## src/rtl/execute_hazard_controller_pkg.sv

```systemverilog
// Shared types and constants for the execute-stage hazard controller.
package execute_hazard_controller_pkg;
   localparam int ADDR_WIDTH = 5;
   typedef logic [31:0] WORD;
   typedef logic        mem_read_signal;

   localparam int MULT_CYCLES_DEFAULT  = 3;
   localparam int FLUSH_CYCLES_DEFAULT = 2;

   typedef enum logic [1:0] {
      RUN   = 2'd0,
      MULTI = 2'd1,
      FLUSH = 2'd2
   } hazard_state;
endpackage

```

## src/rtl/execute_hazard_controller_cycle_counter.sv

```systemverilog
// Loadable 4-bit down-counter shared by the MULTI and FLUSH sequences.
module hazard_cycle_counter (
   input  logic       clk_i,
   input  logic       reset_i,
   input  logic       i_load,
   input  logic [3:0] i_load_val,
   input  logic       i_dec,
   output logic       o_zero
);
   logic [3:0] r_cnt;

   always_ff @(posedge clk_i) begin
      if (reset_i)                   r_cnt <= 4'd0;
      else if (i_load)               r_cnt <= i_load_val;
      else if (i_dec && r_cnt != 4'd0) r_cnt <= r_cnt - 4'd1;
   end

   assign o_zero = (r_cnt == 4'd0);
endmodule

```

## src/rtl/execute_hazard_controller.sv

```systemverilog
// Stall/flush/bubble sequencing for load-use, multi-cycle ops and taken branches.
module execute_hazard_controller
   import execute_hazard_controller_pkg::*;
#(
   parameter int MULT_CYCLES  = MULT_CYCLES_DEFAULT,
   parameter int FLUSH_CYCLES = FLUSH_CYCLES_DEFAULT
) (
   input  logic                  clk_i,
   input  logic                  reset_i,
   input  logic                  is_valid_DECODE_i,
   input  logic                  uses_reg_1_DECODE_i,
   input  logic                  uses_reg_2_DECODE_i,
   input  logic [ADDR_WIDTH-1:0] reg_1_source_addr_DECODE_i,
   input  logic [ADDR_WIDTH-1:0] reg_2_source_addr_DECODE_i,
   input  logic                  is_valid_EXE_i,
   input  mem_read_signal        mem_read_en_EXE_i,
   input  logic [ADDR_WIDTH-1:0] reg_dest_EXE_i,
   input  logic                  multi_cycle_EXE_i,
   input  logic                  branch_taken_EXE_i,
   output logic                  stall_fetch_o,
   output logic                  stall_decode_o,
   output logic                  stall_exe_o,
   output logic                  flush_decode_o,
   output logic                  exe_bubble_o,
   output logic                  mem_bubble_o,
   output WORD                   stall_cycles_o
);
   // Counter preload values: entry cycle is already spent, hence the -2.
   localparam logic [3:0] LP_MULT_LOAD  = (MULT_CYCLES  > 1) ? 4'(MULT_CYCLES  - 2) : 4'd0;
   localparam logic [3:0] LP_FLUSH_LOAD = (FLUSH_CYCLES > 1) ? 4'(FLUSH_CYCLES - 2) : 4'd0;
   localparam logic       LP_MULT_EN    = (MULT_CYCLES  > 1);
   localparam logic       LP_FLUSH_EN   = (FLUSH_CYCLES > 1);

   hazard_state r_state, w_next_state;
   logic        w_cnt_load, w_cnt_dec, w_cnt_zero;
   logic [3:0]  w_cnt_load_val;
   logic        w_load_use, w_branch, w_multi;
   WORD         r_stall_cycles;

   assign w_load_use = is_valid_EXE_i & mem_read_en_EXE_i & is_valid_DECODE_i &
                       ((uses_reg_1_DECODE_i & (reg_1_source_addr_DECODE_i == reg_dest_EXE_i)) |
                        (uses_reg_2_DECODE_i & (reg_2_source_addr_DECODE_i == reg_dest_EXE_i)));
   assign w_branch   = is_valid_EXE_i & branch_taken_EXE_i;
   assign w_multi    = is_valid_EXE_i & multi_cycle_EXE_i & LP_MULT_EN;

   hazard_cycle_counter u_cnt (
      .clk_i      (clk_i),
      .reset_i    (reset_i),
      .i_load     (w_cnt_load),
      .i_load_val (w_cnt_load_val),
      .i_dec      (w_cnt_dec),
      .o_zero     (w_cnt_zero)
   );

   always_ff @(posedge clk_i) begin
      if (reset_i) r_state <= RUN;
      else         r_state <= w_next_state;
   end

   always_comb begin
      w_next_state   = r_state;
      w_cnt_load     = 1'b0;
      w_cnt_load_val = 4'd0;
      w_cnt_dec      = 1'b0;
      case (r_state)
         RUN: begin
            if (w_branch) begin
               if (LP_FLUSH_EN) begin
                  w_next_state   = FLUSH;
                  w_cnt_load     = 1'b1;
                  w_cnt_load_val = LP_FLUSH_LOAD;
               end
            end else if (w_multi) begin
               w_next_state   = MULTI;
               w_cnt_load     = 1'b1;
               w_cnt_load_val = LP_MULT_LOAD;
            end
         end
         MULTI: begin
            if (w_cnt_zero) w_next_state = RUN;
            else            w_cnt_dec    = 1'b1;
         end
         FLUSH: begin
            if (w_cnt_zero) w_next_state = RUN;
            else            w_cnt_dec    = 1'b1;
         end
         default: w_next_state = RUN;
      endcase
   end

   always_comb begin
      stall_fetch_o  = 1'b0;
      stall_decode_o = 1'b0;
      stall_exe_o    = 1'b0;
      flush_decode_o = 1'b0;
      exe_bubble_o   = 1'b0;
      mem_bubble_o   = 1'b0;
      if (!reset_i) begin
         case (r_state)
            RUN: begin
               if (w_branch) begin
                  flush_decode_o = 1'b1;
                  exe_bubble_o   = 1'b1;
               end else if (w_multi) begin
                  stall_fetch_o  = 1'b1;
                  stall_decode_o = 1'b1;
                  stall_exe_o    = 1'b1;
                  mem_bubble_o   = 1'b1;
               end else if (w_load_use) begin
                  stall_fetch_o  = 1'b1;
                  stall_decode_o = 1'b1;
                  exe_bubble_o   = 1'b1;
               end
            end
            MULTI: begin
               if (!w_cnt_zero) begin
                  stall_fetch_o  = 1'b1;
                  stall_decode_o = 1'b1;
                  stall_exe_o    = 1'b1;
                  mem_bubble_o   = 1'b1;
               end
            end
            FLUSH:   flush_decode_o = 1'b1;
            default: ;
         endcase
      end
   end

   always_ff @(posedge clk_i) begin
      if (reset_i)
         r_stall_cycles <= '0;
      else if (stall_decode_o && (r_stall_cycles != 32'hFFFF_FFFF))
         r_stall_cycles <= r_stall_cycles + 32'd1;
   end

   assign stall_cycles_o = r_stall_cycles;
endmodule

```

## config.mk

```make
export PLATFORM = sky130hd
export DESIGN_NAME = execute_hazard_controller
export DESIGN_NICKNAME = d
export VERILOG_FILES = /design/src/rtl/execute_hazard_controller_pkg.sv /design/src/rtl/execute_hazard_controller_cycle_counter.sv /design/src/rtl/execute_hazard_controller.sv
export SDC_FILE = /design/constraint.sdc
export NUM_CORES = 1
export LEC_CHECK = 0
export BUFFER_PORTS_ARGS = -buffer_cell sky130_fd_sc_hd__clkbuf_2
export CORE_ASPECT_RATIO = 0.5
export CORE_MARGIN = 8
export CORE_UTILIZATION = 53
export CTS_CLUSTER_DIAMETER = 150
export DETAILED_ROUTE_END_ITERATION = 8
export HOLD_SLACK_MARGIN = 0.02
export PLACE_DENSITY_LB_ADDON = 0.25
export REMOVE_ABC_BUFFERS = 1
export SLEW_MARGIN = 20
export SYNTH_ARGS = -nofsm -noshare
export SYNTH_HDL_FRONTEND = slang
export SYNTH_HIERARCHICAL = 1
export SYNTH_SLANG_ARGS = --single-unit
```

## constraint.sdc

```tcl
create_clock -name clk_i -period 5.8 [get_ports clk_i]
set_input_delay 0.87 -clock clk_i [delete_from_list [all_inputs] [get_ports clk_i]]
set_output_delay 0.87 -clock clk_i [all_outputs]
set_load 0.05 [all_outputs]
```

After elaboration in Yosys (flattened, before gate mapping)
Cells that the tools add are included.
{"block": "classes", "n_lt_le_gt_ge": 0, "div": 0, "reduce_logical": 8, "n_shift": 0, "n_eq_ne": 7, "mul": 0, "n_mux": 29, "n_bitwise": 8, "addsub": 2}
{"cell": "adder 32 x 1 -> 32 bit, second input constant", "count": 1}
{"cell": "inequality test 32 bit, second input constant", "count": 1}
{"cell": "two-way mux 1 bit", "count": 20}
{"cell": "equality test 5 bit", "count": 2}
{"cell": "two-way mux 4 bit", "count": 2}
{"cell": "AND 1 bit", "count": 7}
{"cell": "two-way mux 2 bit", "count": 3}
{"cell": "case mux 1 bit (2 select lines)", "count": 3}
{"cell": "logical NOT 4 bit", "count": 1}
{"cell": "case mux 2 bit (2 select lines)", "count": 1}
{"cell": "nonzero test 4 bit", "count": 1}
{"cell": "subtractor 4 x 1 -> 4 bit, second input constant", "count": 1}
{"cell": "inequality test 3 bit, second input constant", "count": 1}
{"cell": "equality test 2 x 1 -> 1 bit, second input constant", "count": 1}
{"cell": "equality test 2 bit, second input constant", "count": 1}
{"cell": "logical AND 1 bit", "count": 2}
{"cell": "logical NOT 2 bit", "count": 1}
{"cell": "inequality test 2 x 1 -> 1 bit, second input constant", "count": 1}
{"cell": "AND reduction 2 bit", "count": 1}
{"cell": "nonzero test 2 bit", "count": 1}
{"cell": "OR reduction 2 bit", "count": 1}
{"cell": "bitwise OR 1 bit", "count": 1}
{"block": "word_totals", "regBits": 38, "word_cells": 57, "output_inout_bits": 38, "rom_bits": 0, "latch_bits": 0, "mem_count": 0, "mem_bits_rw": 0, "inputBits": 24}

Logic depth before layout (Yosys ltp)
Gate-level depths: netlist of the first run.
{"block": "depth", "ltp_word": 10, "depth_mapped": 12, "ltp_nobuf": 10}

By module
Netlist of the first run, hierarchy kept.
{"module": "execute_hazard_controller", "n_inst": 1, "area_per_inst_um2": 2093.3, "cells_per_inst": 264, "seq_area_each_um2": 680.7}
{"module": "hazard_cycle_counter", "n_inst": 1, "area_per_inst_um2": 262.8, "cells_per_inst": 29, "seq_area_each_um2": 80.1}

Least setup slack after synthesis of the first run
Ideal clock, no wire load.
{"block": "synth_path", "kind": "input to output", "from": "input port is_valid_EXE_i", "to": "output port stall_fetch_o", "slack_ns": 1.990, "stages": 8, "t_arrival_ns": 2.940, "path_buffers": 3, "required_time_ns": 4.930, "cell_sequence": "nor2b_1 and3_1 o21a_1 a21oi_1 clkbuf_1 clkbuf_1 inv_1 buf_4"}
{"block": "synth_between", "elab_chain_cells": 8, "elab_cells_between_ends": 10, "cone_classes": "mux: 5; bitwise: 5"}
{"item": "start, declared", "line_no": "execute_hazard_controller.sv:15", "source": "input logic is_valid_EXE_i,"}
{"item": "AND 1 bit (3 in series)", "line_no": "execute_hazard_controller.sv:40", "source": "assign w_load_use = is_valid_EXE_i & mem_read_en_EXE_i & is_valid_DECODE_i &"}
{"item": "two-way mux 1 bit (2 in series)"}
{"item": "two-way mux 1 bit *"}
{"item": "case mux 1 bit (2 select lines) *"}
{"item": "two-way mux 1 bit *"}
{"item": "end, declared", "line_no": "execute_hazard_controller.sv:20", "source": "output logic stall_fetch_o,"}
Mark *: on every way between the ends. The rest lies on a longest branch, timed or not.

Worst setup path after layout of the first run
{"block": "layout_path", "from": "input port reset_i", "to": "output port stall_decode_o"}
{"block": "layout_between", "elab_chain_cells": 1}
{"item": "start, declared", "line_no": "execute_hazard_controller.sv:9", "source": "input logic reset_i,"}
{"item": "two-way mux 1 bit", "line_no": "execute_hazard_controller.sv:98", "source": "if (!reset_i) begin"}
{"item": "end, declared", "line_no": "execute_hazard_controller.sv:21", "source": "output logic stall_decode_o,"}
Every way passes these cells.

==> results of run 1 <==
-- layer usage --
| metal | part of all wire | track usage |
|---|---|---|
| met4 | 0.0029 | 0.0379 |
| met1 | 0.45 | 0.209 |
| met3 | 0.053 | 0.0507 |
| met2 | 0.50 | 0.294 |
| met5 | 0 | 0 |
-- cells in the mapped netlist (2+ instances only) --
master,n
dfxtp_1,38
nand2_1,27
a21oi_1,25
nor2_1,22
nand3_1,18
or4_1,18
o31ai_1,16
clkbuf_1,11
inv_1,11
xnor2_1,10
nor2b_1,9
nand4_1,8
o21ai_0,8
mux2_2,6
nor3_1,6
and3_1,5
ha_1,5
or3_1,5
buf_2,4
nor4_1,4
o311ai_0,3
o41ai_1,3
a311oi_1,2
and2_1,2
and4_1,2
buf_4,2
nor4b_2,2
-- tightest hold or removal path: stages (launching register included) --
cell     delay [ns]
dfxtp_1        0.34
o41ai_1        0.06
a21oi_1        0.05
-- sequential cells by signal, summed over array words and instances (netlist names) --
signal / cells
u_cnt/r_cnt: 4
r_state: 2
stall_cycles_o: 32
-- path summary, 6_finish.rpt --
path / start / to / cells after the start / slack, ns
worst max register to register: stall_cycles_o[0]$_SDFFE_PP0P_ / stall_cycles_o[17]$_SDFFE_PP0P_ / 7 / 3.12
worst min-delay path: stall_cycles_o[30]$_SDFFE_PP0P_ / stall_cycles_o[30]$_SDFFE_PP0P_ / 2 / 0.50
worst min register to register: stall_cycles_o[30]$_SDFFE_PP0P_ / stall_cycles_o[30]$_SDFFE_PP0P_ / 2 / 0.50
worst max-delay path: reset_i / stall_decode_o / 7 / 1.90
-- through the flow --
stage	cells	utilization	hold WS, ns
after CTS	404	0.642	0.497
final	404	0.642	0.496
after global routing	404	0.642	0.522
after floorplan	277	-	0.460
after detailed placement	396	0.617	0.488
after global placement	396	0.617	0.474
-- cells by family (layout without fill, tap and decap cells) --
family                   after synthesis  in the layout  share of synthesized area
XOR/XNOR                              10             10                     0.0372
adder cells (fa/ha/maj)                5              5                     0.0266
buffers and inverters                 29             81                     0.0515
AO/OA/AOI/OAI                         67             67                      0.191
flip-flops                            38             38                      0.323
multiplexers                           7              7                     0.0329
AND/OR/NAND/NOR                      136            136                      0.336
other                                  1              3                    0.00159
-- area by class of cell --
type / count / area (um2)
multi-input cells: 228 / 1490
clock inverters: 1 / 30.0
repair buffers: 62 / 313
well taps: 57 / 71.3
fillers: 406 / 1550
flip-flops and latches: 38 / 761
clock buffers: 7 / 76.3
inverters: 11 / 41.3
-- power breakdown --
part	total (uW)	leakage (uW)	internal, uW	switching (uW)
logic	83.5	0.000688	30.2	53.2
registers	270	0.000307	265	4.22
clock network	221	0.0000524	129	92.0
total	574	0.00105	424	149
==> qor.csv, run 1 <==
metric,value,unit
fin_skew,0.00620,ns
cts_max_level,2,
setup_ws,1.90,ns
max_stage_delay,0.72,ns
post_drt_wl_per_cell,14.6,um
globalRouteOverflowTotal,0,
crit_slowest_cell,clkbuf_2,
slew_viol_final,0,
die_width,110,um
num_vias,2359,
firstDrtPassIters,4,
layout_commonest_cell,clkbuf_2,
cp_num_buf_inv,5,
cts_resized,0,
synth_top_area_cell,dfxtp_1,
fin_nets,375,
relSlewSlack,0.343,
worst_path_dominant_cell_family,buffers and inverters,
portBuffers,61,
yosysSeqAreaShare,0.323,
cts_made_buffers,5,
crit_chain,clkbuf_2 > inv_1 > o21a_1 > a21oi_4 > buf_4 > inv_1 > clkbuf_2,
via_per_inst,5.84,
cts_sinks,38,
cts_tree,built,
grt_max_degree,59,
first_iter_violations,136,
dpl_cell_area,2680,um2
ant_nets,0,
die_area,6960,um2
core,4340,um2
grtUsageTotal,0.173,
hold_viol,0,
clk_pin_slew_worst_paths,0.08,ns
synth_warnings,6,
hold_buffers,0,
grt_pass1_wl,10100,um
power,574,uW
synth_top_area_share,0.323,
drive_above_1_share,0.245,
p_leak,0.00105,uW
fmax,257,MHz
rsz0062_at_grt,no,
arrival,3.03,ns
wl,5900,um
synthesis.area,2360,um2
avgSynthCellArea,8.04,um2
final_cell_mix,"61 x clkbuf_2, 38 x dfxtp_1, 27 x nand2_1, 24 x a21oi_1, 22 x nor2_1",
netlist_instances,293,
worstSetupPathType,primary input to output pin,
antenna_found_initial,0,
async_flop_share,0,
worstSetupStartpointType,primary input,
p_per_area,206,nW/um2
tns,0,ns
max-cap-violations,0,
clk_latency,0.28,ns
place_ws,1.93,ns
ys_types,48,
rows,17,
synth_area_leaders,"dfxtp_1 32%, or4_1 5.7%, a21oi_1 5.3%",
synth_edf_count,0,
syn2layout_area_growth,18.3,%
fin_crit_sh,0.672,
synth_seq_cells,38,
gp_congestion,0.820,
required,4.93,ns
setup_viol,0,
end_kind,output pin,
yosys_most_used_dff,dfxtp_1,
grt_pass1_vias,2200,
vdd_drop_max,122,uV
post_cts_buffers,0,
status,finished clean,
final_cell_area,2790,um2
min_period,3.90,ns
crit_fanout,58,
tightest_slew,0.985,ns
initial_core_util,0.543,
cts_buffer_depth,2,
num_io_pins,62,
diodes,0,
root_buffer,clkbuf_8,
dieHeight,63.1,um
route.detailed.drc,0,
hold_path.class,flip-flop to flip-flop,
hpwl,4290,um
Note: power is estimated with default switching activity, not from simulation.
==> inputs of run 2 (changes only) <==
==> constraint.sdc (replaced) <==
create_clock -name clk_i -period 4 [get_ports clk_i]
set_input_delay 0.6 -clock clk_i [delete_from_list [all_inputs] [get_ports clk_i]]
set_output_delay 0.6 -clock clk_i [all_outputs]
set_load 0.05 [all_outputs]
==> run 2 against run 1 <==
Effect of this change: sequential power up 45%; routed wire length up 3.4%; critical path depth up 2; sequential share of layout area down 0.098 points; clock power up 27%; count of clock-buffer cells in the layout down 1; critical path type is now flip-flop to output pin; highest routed layer unchanged.
==> qor.csv, run 2 (same netlist as run 1, synthesis figures left out) <==
metric,value,unit,change
status,finished clean,,
cts_max_level,2,,unchanged
rr_worst_depth,8,,+1
fin_skew,0.00852,ns,+0.00232 ns
relSlewSlack,0.494,,+0.151
cts_buffer_depth,2,,unchanged
crit_path_end,stall_fetch_o,,
grtUsageTotal,0.178,,+0.00493
max-cap-violations,0,,unchanged
clk_pin_slew_worst_paths,0.08,ns,about the same
ant_nets,0,,unchanged
grt_use_met1,0.206,,-0.00317
place_inst,399,,+0.76%
globalRouteOverflowTotal,0,,unchanged
die_area,6960,um2,unchanged
die_width,110,um,unchanged
dieHeight,63.1,um,unchanged
hold_viol,0,,unchanged
hold_buffers,0,,unchanged
hpwl,4540,um,+5.9%
worstSetupPathType,flip-flop to output pin,,
slew_viol_final,0,,unchanged
post_cts_buffers,0,,unchanged
root_buffer,clkbuf_8,,
gp_congestion,0.848,,+3.4%
rsz0062_at_grt,no,,
required,3.40,ns,-1.53 ns
grt_pass1_vias,2306,,+4.8%
grt_max_degree,35,,-41%
tightest_slew,0.757,ns,-0.228 ns
core,4340,um2,unchanged
rrSetupSlack,1.07,ns,-2.05 ns
layout_commonest_cell,clkbuf_2,,
wl,6100,um,+3.4%
first_iter_violations,166,,+22%
fin_nets,378,,+0.80%
instances_no_fill,407,,+0.74%
rows,17,,unchanged
r2r-start,stall_cycles_o[0]$_SDFFE_PP0P_,,
clk_latency,0.29,ns,about the same
firstDrtPassIters,4,,unchanged
syn2layout_area_growth,18.7,%,
num_vias,2386,,+1.1%
p_leak,0.00106,uW,+0.92%
hold_path.class,flip-flop to flip-flop,,
cts_tree,built,,
antenna_found_initial,0,,unchanged
diodes,0,,unchanged
use_met2,0.311,,+0.0170
crit_path_start,u_cnt/r_cnt[1]$_SDFFE_PP0P_,,
busiest_layer,met2,,
route.detailed.drc,0,,unchanged
place_ws,1.01,ns,-0.914 ns
setup_ws,0.748,ns,-1.15 ns
vdd_drop_max,131,uV,+7.6%
min_period,3.25,ns,
initial_core_util,0.543,,unchanged
power,794,uW,+38%
cts_sinks,38,,unchanged
end_kind,output pin,,
worstSetupStartpointType,flip-flop,,
largest_reg_flops,32,,unchanged
grt_pass1_wl,10400,um,+2.7%
fmax,308,MHz,
drive_above_1_share,0.254,,+0.00933
portBuffers,61,,unchanged
cts_made_buffers,5,,unchanged
cts_resized,0,,unchanged
timing.rr.end,stall_cycles_o[19]$_SDFFE_PP0P_,,
p_per_area,284,nW/um2,+38%
arrival,2.65,ns,-0.38 ns
num_io_pins,62,,unchanged
setup_viol,0,,unchanged
final_cell_mix,"61 x clkbuf_2, 38 x dfxtp_1, 27 x nand2_1, 24 x a21oi_1, 22 x nor2_1",,
met3_usage,0.0538,,+0.00304
post_drt_wl_per_cell,15.0,um,+2.6%
crit_fanout,25,,-57%
fin_crit_sh,0.813,,
via_per_inst,5.86,,+0.40%
==> run 2: worst min-delay path by stage <==
stage | start | to | slack [ns] | depth (start not counted)
floorplan | r_state[1]$_SDFFE_PP0P_ | r_state[1]$_SDFFE_PP0P_ | 0.46 | 2
global placement | stall_cycles_o[30]$_SDFFE_PP0P_ | stall_cycles_o[30]$_SDFFE_PP0P_ | 0.48 | 2
detailed placement | stall_cycles_o[30]$_SDFFE_PP0P_ | stall_cycles_o[30]$_SDFFE_PP0P_ | 0.49 | 2
CTS | stall_cycles_o[30]$_SDFFE_PP0P_ | stall_cycles_o[30]$_SDFFE_PP0P_ | 0.50 | 2
global route | stall_cycles_o[30]$_SDFFE_PP0P_ | stall_cycles_o[30]$_SDFFE_PP0P_ | 0.52 | 2
finish | stall_cycles_o[30]$_SDFFE_PP0P_ | stall_cycles_o[30]$_SDFFE_PP0P_ | 0.50 | 2
==> run 2: cell type report <==
class                      instances  area, um2
fill                             402       1540
sequential                        38        761
clock inverter                     2       12.5
multi-input combinational        228       1490
inverter                          11       41.3
clock buffer                       6       82.6
timing repair buffer              65        335
tap                               57       71.3
==> run 2: per-layer routing <==
metal  routed length, um  up-vias
met5                   0        -
met4                  18        0
met3                 306        4
met2                3070       43
met1                2710     1128
li1                    -     1211
==> run 2: worst max-delay path, stage by stage, from the launching register on <==
cell and delay [ns]:
dfxtp_1 0.32, inv_1 0.12, ha_1 0.22, or3b_4 0.44
inv_1 0.09, nor2b_1 0.05, o21a_1 0.21, a21oi_4 0.48
inv_1 0.15, clkbuf_2 0.27
==> run 2: where the power goes <==
group          switching, uW  internal (uW)  total, uW
Sequential              6.42            385        391
Combinational           77.7           44.3        122
Clock                    142            139        281
Total                    227            568        794
==> run 2: metrics by stage <==
step	setup TNS (ns)	utilization	hold slack (ns)	cell area, um2
after floorplan	-9.76	-	0.460	2280
after global placement	0	0.623	0.476	2700
after detailed placement	0	0.623	0.490	2700
after CTS	0	0.644	0.500	2800
after global routing	0	0.644	0.517	2800
final	0	0.644	0.497	2800
